**src/rtl/lidar_filter_pkg.sv**
```systemverilog
// Shared types and default widths for the lidar denoising path.
// The ROR neighbour counter and the distance calculator both size their buses from these.
package lidar_filter_pkg;

    localparam int DIST_W_DEF = 16;
    localparam int CNT_W_DEF  = 8;
    localparam int ID_W_DEF   = 16;

    typedef enum logic {
        ACCUM = 1'b0,
        HOLD  = 1'b1
    } ror_state_t;

endpackage

```
**src/rtl/sat_counter.sv**
```systemverilog
// Up-counter that sticks at all-ones instead of wrapping.
// Exposes the post-increment value so a caller can use this beat's count in the same cycle.
module sat_counter #(
    parameter int W = 8
) (
    input  logic         clock,
    input  logic         reset,
    input  logic         clear,
    input  logic         inc,
    output logic [W-1:0] count,
    output logic [W-1:0] count_next
);

    logic [W-1:0] count_q;
    logic [W-1:0] count_d;

    always_comb begin
        count_next = count_q;
        if (inc && (count_q != '1)) begin
            count_next = count_q + 1'b1;
        end
        count_d = clear ? '0 : count_next;
    end

    always_ff @(posedge clock) begin
        if (reset) begin
            count_q <= '0;
        end else begin
            count_q <= count_d;
        end
    end

    assign count = count_q;

endmodule

```
**src/rtl/ror_neighbor_counter.sv**
```systemverilog
// Radius-outlier-removal neighbour counter: counts in-radius distances per point
// and emits one keep/drop decision with the point tag when the set ends.
module ror_neighbor_counter
    import lidar_filter_pkg::*;
#(
    parameter int N            = DIST_W_DEF,
    parameter int CNT_W        = CNT_W_DEF,
    parameter int ID_W         = ID_W_DEF,
    parameter int EXCLUDE_SELF = 1
) (
    input  logic             clock,
    input  logic             reset,
    input  logic [N-1:0]     radius,
    input  logic [CNT_W-1:0] min_neighbors,
    input  logic [ID_W-1:0]  point_tag,
    input  logic             dist_valid,
    output logic             dist_ready,
    input  logic [N-1:0]     distance,
    input  logic             dist_last,
    output logic             out_valid,
    input  logic             out_ready,
    output logic             out_keep,
    output logic [CNT_W-1:0] out_count,
    output logic [ID_W-1:0]  out_tag
);

    ror_state_t state_q, state_d;

    logic             first_q, first_d;
    logic             self_seen_q, self_seen_d;
    logic [N-1:0]     radius_q, radius_d;
    logic [CNT_W-1:0] min_q, min_d;
    logic [ID_W-1:0]  tag_q, tag_d;
    logic             out_keep_q, out_keep_d;
    logic [CNT_W-1:0] out_count_q, out_count_d;
    logic [ID_W-1:0]  out_tag_q, out_tag_d;

    logic             beat_accept;
    logic             set_done;
    logic             self_beat;
    logic             hit;
    logic [N-1:0]     eff_radius;
    logic [CNT_W-1:0] eff_min;
    logic [ID_W-1:0]  eff_tag;
    logic [CNT_W-1:0] count_cur;
    logic [CNT_W-1:0] count_next;

    // The first beat of a set must compare against the live inputs, since they are only captured on that beat
    always_comb begin
        beat_accept = dist_valid && dist_ready;
        set_done    = beat_accept && dist_last;
        eff_radius  = first_q ? radius        : radius_q;
        eff_min     = first_q ? min_neighbors : min_q;
        eff_tag     = first_q ? point_tag     : tag_q;
        self_beat   = (EXCLUDE_SELF != 0) && (distance == '0) && !self_seen_q;
        hit         = beat_accept && (distance <= eff_radius) && !self_beat;
    end

    sat_counter #(
        .W(CNT_W)
    ) u_count (
        .clock      (clock),
        .reset      (reset),
        .clear      (set_done),
        .inc        (hit),
        .count      (count_cur),
        .count_next (count_next)
    );

    always_comb begin
        first_d     = first_q;
        self_seen_d = self_seen_q;
        radius_d    = radius_q;
        min_d       = min_q;
        tag_d       = tag_q;
        out_keep_d  = out_keep_q;
        out_count_d = out_count_q;
        out_tag_d   = out_tag_q;
        if (beat_accept) begin
            first_d = 1'b0;
            if (first_q) begin
                radius_d = radius;
                min_d    = min_neighbors;
                tag_d    = point_tag;
            end
            if (self_beat) begin
                self_seen_d = 1'b1;
            end
        end
        if (set_done) begin
            first_d     = 1'b1;
            self_seen_d = 1'b0;
            out_count_d = count_next;
            out_keep_d  = (count_next >= eff_min);
            out_tag_d   = eff_tag;
        end
    end

    always_ff @(posedge clock) begin
        if (reset) begin
            first_q     <= 1'b1;
            self_seen_q <= 1'b0;
            radius_q    <= '0;
            min_q       <= '0;
            tag_q       <= '0;
            out_keep_q  <= 1'b0;
            out_count_q <= '0;
            out_tag_q   <= '0;
        end else begin
            first_q     <= first_d;
            self_seen_q <= self_seen_d;
            radius_q    <= radius_d;
            min_q       <= min_d;
            tag_q       <= tag_d;
            out_keep_q  <= out_keep_d;
            out_count_q <= out_count_d;
            out_tag_q   <= out_tag_d;
        end
    end

    always_ff @(posedge clock) begin
        if (reset) begin
            state_q <= ACCUM;
        end else begin
            state_q <= state_d;
        end
    end

    // HOLD refuses beats, which forces at least one idle cycle between consecutive sets
    always_comb begin
        state_d = state_q;
        unique case (state_q)
            ACCUM:   if (set_done)  state_d = HOLD;
            HOLD:    if (out_ready) state_d = ACCUM;
            default: state_d = ACCUM;
        endcase
    end

    always_comb begin
        dist_ready = (state_q == ACCUM);
        out_valid  = (state_q == HOLD);
        out_keep   = out_keep_q;
        out_count  = out_count_q;
        out_tag    = out_tag_q;
    end

    logic unused_count;
    assign unused_count = ^count_cur;

endmodule

```
**config.mk**
```make
export PLATFORM = sky130hd
export DESIGN_NAME = ror_neighbor_counter
export DESIGN_NICKNAME = d
export VERILOG_FILES = /design/src/rtl/lidar_filter_pkg.sv /design/src/rtl/sat_counter.sv /design/src/rtl/ror_neighbor_counter.sv
export SDC_FILE = /design/constraint.sdc
export NUM_CORES = 1
export LEC_CHECK = 0
export CELL_PAD_IN_SITES_DETAIL_PLACEMENT = 1
export CELL_PAD_IN_SITES_GLOBAL_PLACEMENT = 2
export CORE_AREA = 2 2 110 112
export DETAILED_ROUTE_END_ITERATION = 16
export DIE_AREA = 0 0 112 114
export PLACE_DENSITY = 0.84
export SETUP_SLACK_MARGIN = 0.5
export SLEW_MARGIN = 20
export SYNTH_ARGS = -nofsm -noshare
export SYNTH_HDL_FRONTEND = slang
export SYNTH_SLANG_ARGS = --single-unit
```
**constraint.sdc**
```tcl
create_clock -name clock -period 10.2 [get_ports clock]
set_input_delay 3.06 -clock clock [delete_from_list [all_inputs] [get_ports clock]]
set_output_delay 3.06 -clock clock [all_outputs]
set_load 0.01 [all_outputs]
```
==> impl_results.md, run 1 <==
* Total setup buffers inserted after CTS at 0
* Placed instance area at 4644 um2
* Pwr per Cell Area at 167.5 nW/um2
* Kind of critical path: in -> reg
* Leak at 0.002102 uW
* Final hold viol count at 0
* Final Critical Period at 6.623 ns
* DR DRC count at 0
* CTS sink count at 76
* Mapped Nets at slightly below 500
* Mapped Area at between 3000 and 4000 um2
* Starting Density at 0.3126
* IO Port Bufs at 87
* Grt ovf at 0
* P&R area growth vs syn at 36.16%
* Clk slew on worst S/H paths at 0.06 ns
* CTS tree: done
* Die height at 114 um
* Synth Flop Type: dfxtp_1
* DR iter-0 viols at 74
* RSZ-0062 raised after global routing: no
* H-tree depth at 3
* DRT Pass-1 Iters at 4
* Routed wire length at 9.844 mm
* Clock group share of total power at 0.439
* Ant. Diodes at 0
* Final worst-path setup slack at about 3.6 ns
* Syn avg cell area at 8.951 um2
* Max-slew violation count at 0
* Maximum vdd ir drop at 82.78 uV
* Cell area after layout at between 4000 and 5000 um2
* Synth area leader: dfxtp_1
* Yosys reg bits at 76
* Filler cells at between 1,000 and 1,500
* Total power at around 840 uW
* Routed len/inst at 15.48 um
* Seq/Total Area, Yosys at 0.4156
* Post_cts resized at 0
* Reg power frac at 0.395
* Fin nets at 570
* Share of the synthesized area in the top cell type at 0.4156
* Cell with the most instances after synthesis: dfxtp_1
* ANT nets after route at 0
* Endpoint type of the worst setup path: register
* First-pass GRT wire length at about 16 mm
* Pre-CTS setup slack at 3.227 ns
* Crit path max fanout at 8
* Family with the most delay on the worst path: compound AO/OA/AOI/OAI gates
* Post-DP HPWL at ~7 mm
* CP most frequent cell: a21o_1
* Fmax at 0.1510 GHz
* Worst Clk Skew at 0.004483 ns
* DIE AREA at between 10,000 and 15,000 um2
* Sw Ratio at 0.2488
* RePlAce Congestion at 0.7986
* Net Sw Power at 207.7 uW
* Hold crit path type: reg -> reg
* Die W at 112 um
* Largest net degree at the start of global routing at 69
* Post-synth top cells: dfxtp_1 (76), nor2_1 (61), a211oi_1 (44), mux2i_1 (40), nand2_1 (40)
* Site row count at 40
* Number of global-route vias before repair at approximately 3,300
* Critical-path cell list: clkdlybuf4s50_1 > mux2i_1 > ha_1 > nand4_2 > nor3_2 > a21boi_1 > o41a_1 > nor2_1 > xnor2_1 > ha_1 > nand2b_1 > a21o_1 > a21o_1 > a21o_1 > a21o_1 > a211oi_1 > nor4_1
* Synth area leaders: dfxtp_1 (42%), mux2i_1 (11%), a211oi_1 (9.0%)
* Worst slew margin at 0.3988
* CP required at 10.38 ns
* Outcome: finished, final reports clean
* CTS max path bufs at 2
* Clock root buffer: clkbuf_16
* Worst Path Arrival at 6.80 ns
* Initial antenna violation count at 0
* Num ports at 88
* Placeable Area at about 12,000 um2
* Gr usage total at 0.1590
* Cells after synthesis at 409
* Setup TNS at 0 ns
* Max incr delay on CP at 0.47 ns
* Int Pwr at 627.3 uW
* Synth unique cells at 37
* Clock Latency Late Sink at 0.33 ns
* Combinational share of power at 0.167
* DR vias/cell at 4.978
* Slew @ Worst Pin at 0.9018 ns
* Cts bufs inserted at 9
* Number of max-cap violations at 0
* Post-CTS Hold Fix Bufs at 0
* EDFF count, synth at 0
* CP Buf/Inv Count at 1
* Layout cells sized above 1 at 0.06339
* Via Count at between 3,000 and 4,000
* Share of synthesized registers carrying an async set or reset at 0
* Fin crit share at 0.6493
* Crit-path slowest cell: clkdlybuf4s50_1
* Setup crit start kind: input pin
* Setup violations, final at 0
* Yosys warnings at 0
-- through the flow --
step	cells	util	hold WS, ns
2_1_floorplan	409	-	0.4357
3_3_place_gp	620	0.3966	0.4405
3_5_place_dp	620	0.3966	0.4480
4_1_cts	636	0.4256	0.4567
5_1_grt	636	0.4256	0.4840
6_report	636	0.4256	0.4579
-- layout make-up --
class	count	area, um2	share of cell area
Multi-Input combinational cell	297	2012	0.4036
Sequential cell	76	1523	0.3055
Timing Repair Buffer	90	888.4	0.1782
Clock buffer	10	229.0	0.04593
Tap cell	147	183.9	0.03690
Clock inverter	6	111.4	0.02234
Inverter	10	37.54	0.007530
-- final timing paths --
check        slack (ns)  startpoint        end  cells after the start
max                3.58  radius[15]   out_keep                     17
min                0.46   tag_q[12]  tag_q[12]                      2
max reg2reg        5.47     first_q   out_keep                     17
min reg2reg        0.46   tag_q[12]  tag_q[12]                      2
-- registers in the layout, summed over array words and instances (netlist names) --
| register | count |
|---|---|
| out_tag | 16 |
| out_keep | 1 |
| out_valid | 1 |
| self_seen_q | 1 |
| tag_q | 16 |
| first_q | 1 |
| radius_q | 16 |
| out_count | 8 |
| min_q | 8 |
| u_count.count | 8 |
-- kinds of logic after synthesis --
kind of cell,share of synthesized area
AND/OR/NAND/NOR,0.1644
flip-flops,0.4156
adder cells (fa/ha/maj),0.08544
multiplexers,0.1155
XOR/XNOR,0.01196
AO/OA/AOI/OAI,0.1699
buffers and inverters,0.03725
-- layout by cell type (no fill, tap or decap), drive strengths merged --
cell type | synthesis | final
clkinvlp | 0 | 1
o21a | 1 | 1
nand2b | 3 | 3
buf | 5 | 4
o31ai | 1 | 1
nor4 | 6 | 6
mux2i | 40 | 40
or3 | 1 | 1
and2 | 3 | 3
o21ba | 1 | 1
nand3b | 1 | 1
nor2 | 61 | 61
bufinv | 0 | 3
nand2 | 40 | 40
and3 | 1 | 1
o41ai | 1 | 1
ha | 25 | 25
a211oi | 47 | 47
a21oi | 25 | 25
o21ai | 4 | 4
o41a | 1 | 1
xor2 | 1 | 1
mux2 | 2 | 2
clkdlybuf4s50 | 0 | 86
nor2b | 2 | 2
or3b | 1 | 1
clkbuf | 21 | 10
nor3 | 5 | 5
nand3 | 4 | 4
dfxtp | 76 | 76
nand4 | 8 | 8
xnor2 | 4 | 4
clkinv | 0 | 1
a21o | 7 | 7
a21boi | 1 | 1
inv | 10 | 11
-- power by group through the flow --
| stage | Combinational [uW] | Clock [uW] | Sequential, uW |
|---|---|---|---|
| 2_1_floorplan | 80.9 | 0 | 335 |
| 5_1_grt | 156 | 389 | 332 |
| 6_report | 139 | 366 | 330 |
| 3_5_place_dp | 141 | 0 | 336 |
| 3_3_place_gp | 137 | 0 | 335 |
| 4_1_cts | 142 | 375 | 330 |
-- worst min-delay path, delay by kind of cell (launching register included) --
family,cells,cell delay (ns)
simple gates,1,0.05
flops,1,0.31
compound gates,1,0.05
-- metal layers --
metal,GRT usage,up-vias,part of all wire
li1,-,1607,-
met3,0.02922,10,0.029
met1,0.2025,1498,0.48
met5,0,-,0
met2,0.2703,51,0.48
met4,0.05854,0,0.015
No activity file was read; power rests on OpenSTA's default activity.
==> inputs of run 2 (changes only) <==
Settings changed: CORE_AREA 2 2 110 112 to 2 2 120 122, DIE_AREA 0 0 112 114 to 0 0 122 124, PLACE_DENSITY 0.84 to 0.75.
Clock period 10.2 ns to 5.73 ns, I/O delays scaled along.
==> run 2 against run 1 <==
Effect of this change:
- clock skew up 0.0014 ns
- total power up 68%
- cell area is 1.4% higher
- final cell count grew 6.1%
- clock power up 53%
- hold slack lost 0.0048 ns
- clock-buffer cell count up 1
- critical path type unchanged
- largest cell class unchanged
- highest routed layer unchanged
==> impl_results.md, run 2 (same netlist as run 1, synthesis figures left out) <==
* Outcome: finished, final reports clean
* Clock Latency Late Sink at 0.33 ns (about the same)
* CTS max path bufs at 2 (unchanged)
* Cell area after layout at 5054 um2 (+1.4%)
* Number of max-cap violations at 0 (unchanged)
* Placed Cells at 658 (+6.1%)
* Hold crit path type: reg -> reg
* Placed instance area at 4723 um2 (+1.7%)
* Initial antenna violation count at 0 (unchanged)
* Placeable Area at 13,720 um2 (+17%)
* Net Sw Power at 363.0 uW (+75%)
* Maximum vdd ir drop at 125.0 uV (+51%)
* Layout cells sized above 1 at 0.08283 (+0.01943)
* Int Pwr at 1042 uW (+66%)
* CP required at 5.92 ns (-4.46 ns)
* Clk slew on worst S/H paths at 0.06 ns (about the same)
* Setup violations, final at 0 (unchanged)
* Fin nets at 577 (+1.2%)
* Slew @ Worst Pin at 0.7788 ns (-0.1230 ns)
* Routed len/inst at 15.05 um (-2.8%)
* CTS sink count at 76 (unchanged)
* ANT nets after route at 0 (unchanged)
* Post-CTS Hold Fix Bufs at 0 (unchanged)
* Filler cells at 1,582 (+16%)
* DR iter-0 viols at 89 (+20%)
* Setup TNS at 0 ns (unchanged)
* Pwr per Cell Area at 278.0 nW/um2 (+66%)
* Critical-path cell list: clkdlybuf4s50_1 > mux2i_1 > ha_1 > a21o_1 > nand3_1 > a21oi_1 > o41a_1 > nor2_4 > mux2i_2 > inv_1 > ha_1 > a21o_1 > a21o_1 > a21o_1 > a21o_1 > a211oi_1 > nor4_1
* Most frequent cells in the layout: clkdlybuf4s50_1 (86), dfxtp_1 (75), nor2_1 (60)
* Die W at 122 um (+8.9%)
* Reg power frac at 0.420 (+0.025)
* DRT Pass-1 Iters at 4 (unchanged)
* Crit-path slowest cell: o41a_1
* CP most frequent cell: a21o_1
* Starting Density at 0.2668 (-0.04576)
* Commonest non-fill, non-tap cell in the layout: clkdlybuf4s50_1
* DR vias/cell at 4.687 (-5.8%)
* Non-filler instance count after layout at 675 (+6.1%)
* Post-DP HPWL at 7.473 mm (+6.9%)
* H-tree depth at 3 (unchanged)
* First-pass GRT wire length at 16.61 mm (+1.4%)
* Number of global-route vias before repair at 3,231 (-3.3%)
* Num ports at 88 (unchanged)
* Combinational share of power at 0.182 (+0.015)
* Max incr delay on CP at 0.49 ns (+0.02 ns)
* Final Critical Period at ~5.0 ns
* RePlAce Congestion at 0.7669 (-4.0%)
* Gr usage total at 0.1397 (-0.01925)
* Fmax at roughly 0.2 GHz
* Via Count at 3,164 (-0.063%)
* Die height at 124 um (+8.8%)
* Family with the most delay on the worst path: compound AO/OA/AOI/OAI gates
* Max-slew violation count at 0 (unchanged)
* Worst Path Arrival at 5.19 ns (-1.61 ns)
* Hold slack at 0.4531 ns (-0.004786 ns)
* CP Buf/Inv Count at 2 (+1)
* Largest net degree at the start of global routing at 51 (-26%)
* P&R area growth vs syn at 38.04%
* Grt ovf at 0 (unchanged)
* Final hold viol count at 0 (unchanged)
* Routed wire length at 10.16 mm (+3.2%)
* Sw Ratio at 0.2584 (+0.009622)
* Site row count at 43 (+7.5%)
* Ant. Diodes at 0 (unchanged)
* Fin crit share at 0.8729
* CTS tree: done
* DR DRC count at 0 (unchanged)
* RSZ-0062 raised after global routing: no
* DIE AREA at 15,130 um2 (+18%)
* Worst slew margin at 0.4808 (+0.08202)
* Setup crit start kind: input pin
* Clock root buffer: clkbuf_16
* Leak at 0.002107 uW (+0.22%)
* Worst Clk Skew at 0.005844 ns (+0.001361 ns)
* Endpoint type of the worst setup path: register
* Clock group share of total power at 0.398 (-0.041)
* Cts bufs inserted at 9 (unchanged)
* Kind of critical path: in -> reg
* IO Port Bufs at 87 (unchanged)
* Crit path max fanout at 3 (-5)
-- run 2: cell types whose count changed in the layout (fill, tap and decap cells not counted) --
cell	change
buf_4	+7
bufinv_16	-2
mux2i_1	-2
mux2i_2	+2
clkbuf_8	+1
clkinvlp_4	+1
inv_6	-1
nor2_1	-1
nor2_4	+1
xnor2_1	-1
xnor2_2	+1
-- run 2: timing repair --
| action | in CTS | in global routing |
|---|---|---|
| setup buffers | 0 | 2 |
| endpoints found under the setup margin | 0 | 1 |
| resized for setup | 0 | 5 |
| hold endpoints to repair | 0 | 0 |
-- run 2: path summary, 6_finish.rpt --
kind	start	end	slack [ns]	cells after the start
setup / recovery	radius[9]	out_keep	0.73	17
hold / removal	tag_q[9]	tag_q[9]	0.45	2
setup reg to reg	first_q	out_keep	1.56	16
hold reg to reg	tag_q[9]	tag_q[9]	0.45	2
-- run 2: per-layer routing --
layer  vias up  part of all wire  GRT usage
met1      1495              0.47     0.1780
li1       1623                 -          -
met3         4             0.036    0.03159
met4         0            0.0080    0.04310
met2        42              0.48     0.2353
met5         -                 0          0
-- run 2: layout make-up --
| type | count | area [um2] | share of cell area |
|---|---|---|---|
| Multi-Input combinational cell | 297 | 2034 | 0.4026 |
| Sequential cell | 76 | 1523 | 0.3013 |
| Timing Repair Buffer | 97 | 940.9 | 0.1862 |
| Clock buffer | 11 | 242.7 | 0.04803 |
| Tap cell | 180 | 225.2 | 0.04457 |
| Clock inverter | 4 | 50.05 | 0.009903 |
| Inverter | 10 | 37.54 | 0.007428 |
-- run 2: metrics by stage --
step / power (uW) / utilization / setup slack (ns)
after floorplan: 739.6 / - / 0.9674
after global placement: 847.3 / 0.3443 / 0.3907
after detailed placement: 855.3 / 0.3443 / 0.2431
after CTS: 1424 / 0.3656 / 0.5575
after global routing: 1482 / 0.3684 / 0.5080
final: 1405 / 0.3684 / 0.7285
-- run 2: tightest hold or removal path: cells and delay by family (launching register included) --
kind,cells,cell delay [ns]
AO/OA/AOI/OAI,1,0.05
AND/OR/NAND/NOR,1,0.05
flip-flops,1,0.31
-- run 2: power by group through the flow --
stage	logic, uW	registers, uW	clock network [uW]
2_1_floorplan	144	596	0
3_3_place_gp	248	600	0
3_5_place_dp	254	601	0
5_1_grt	286	595	601
6_report	256	590	559
4_1_cts	257	590	577
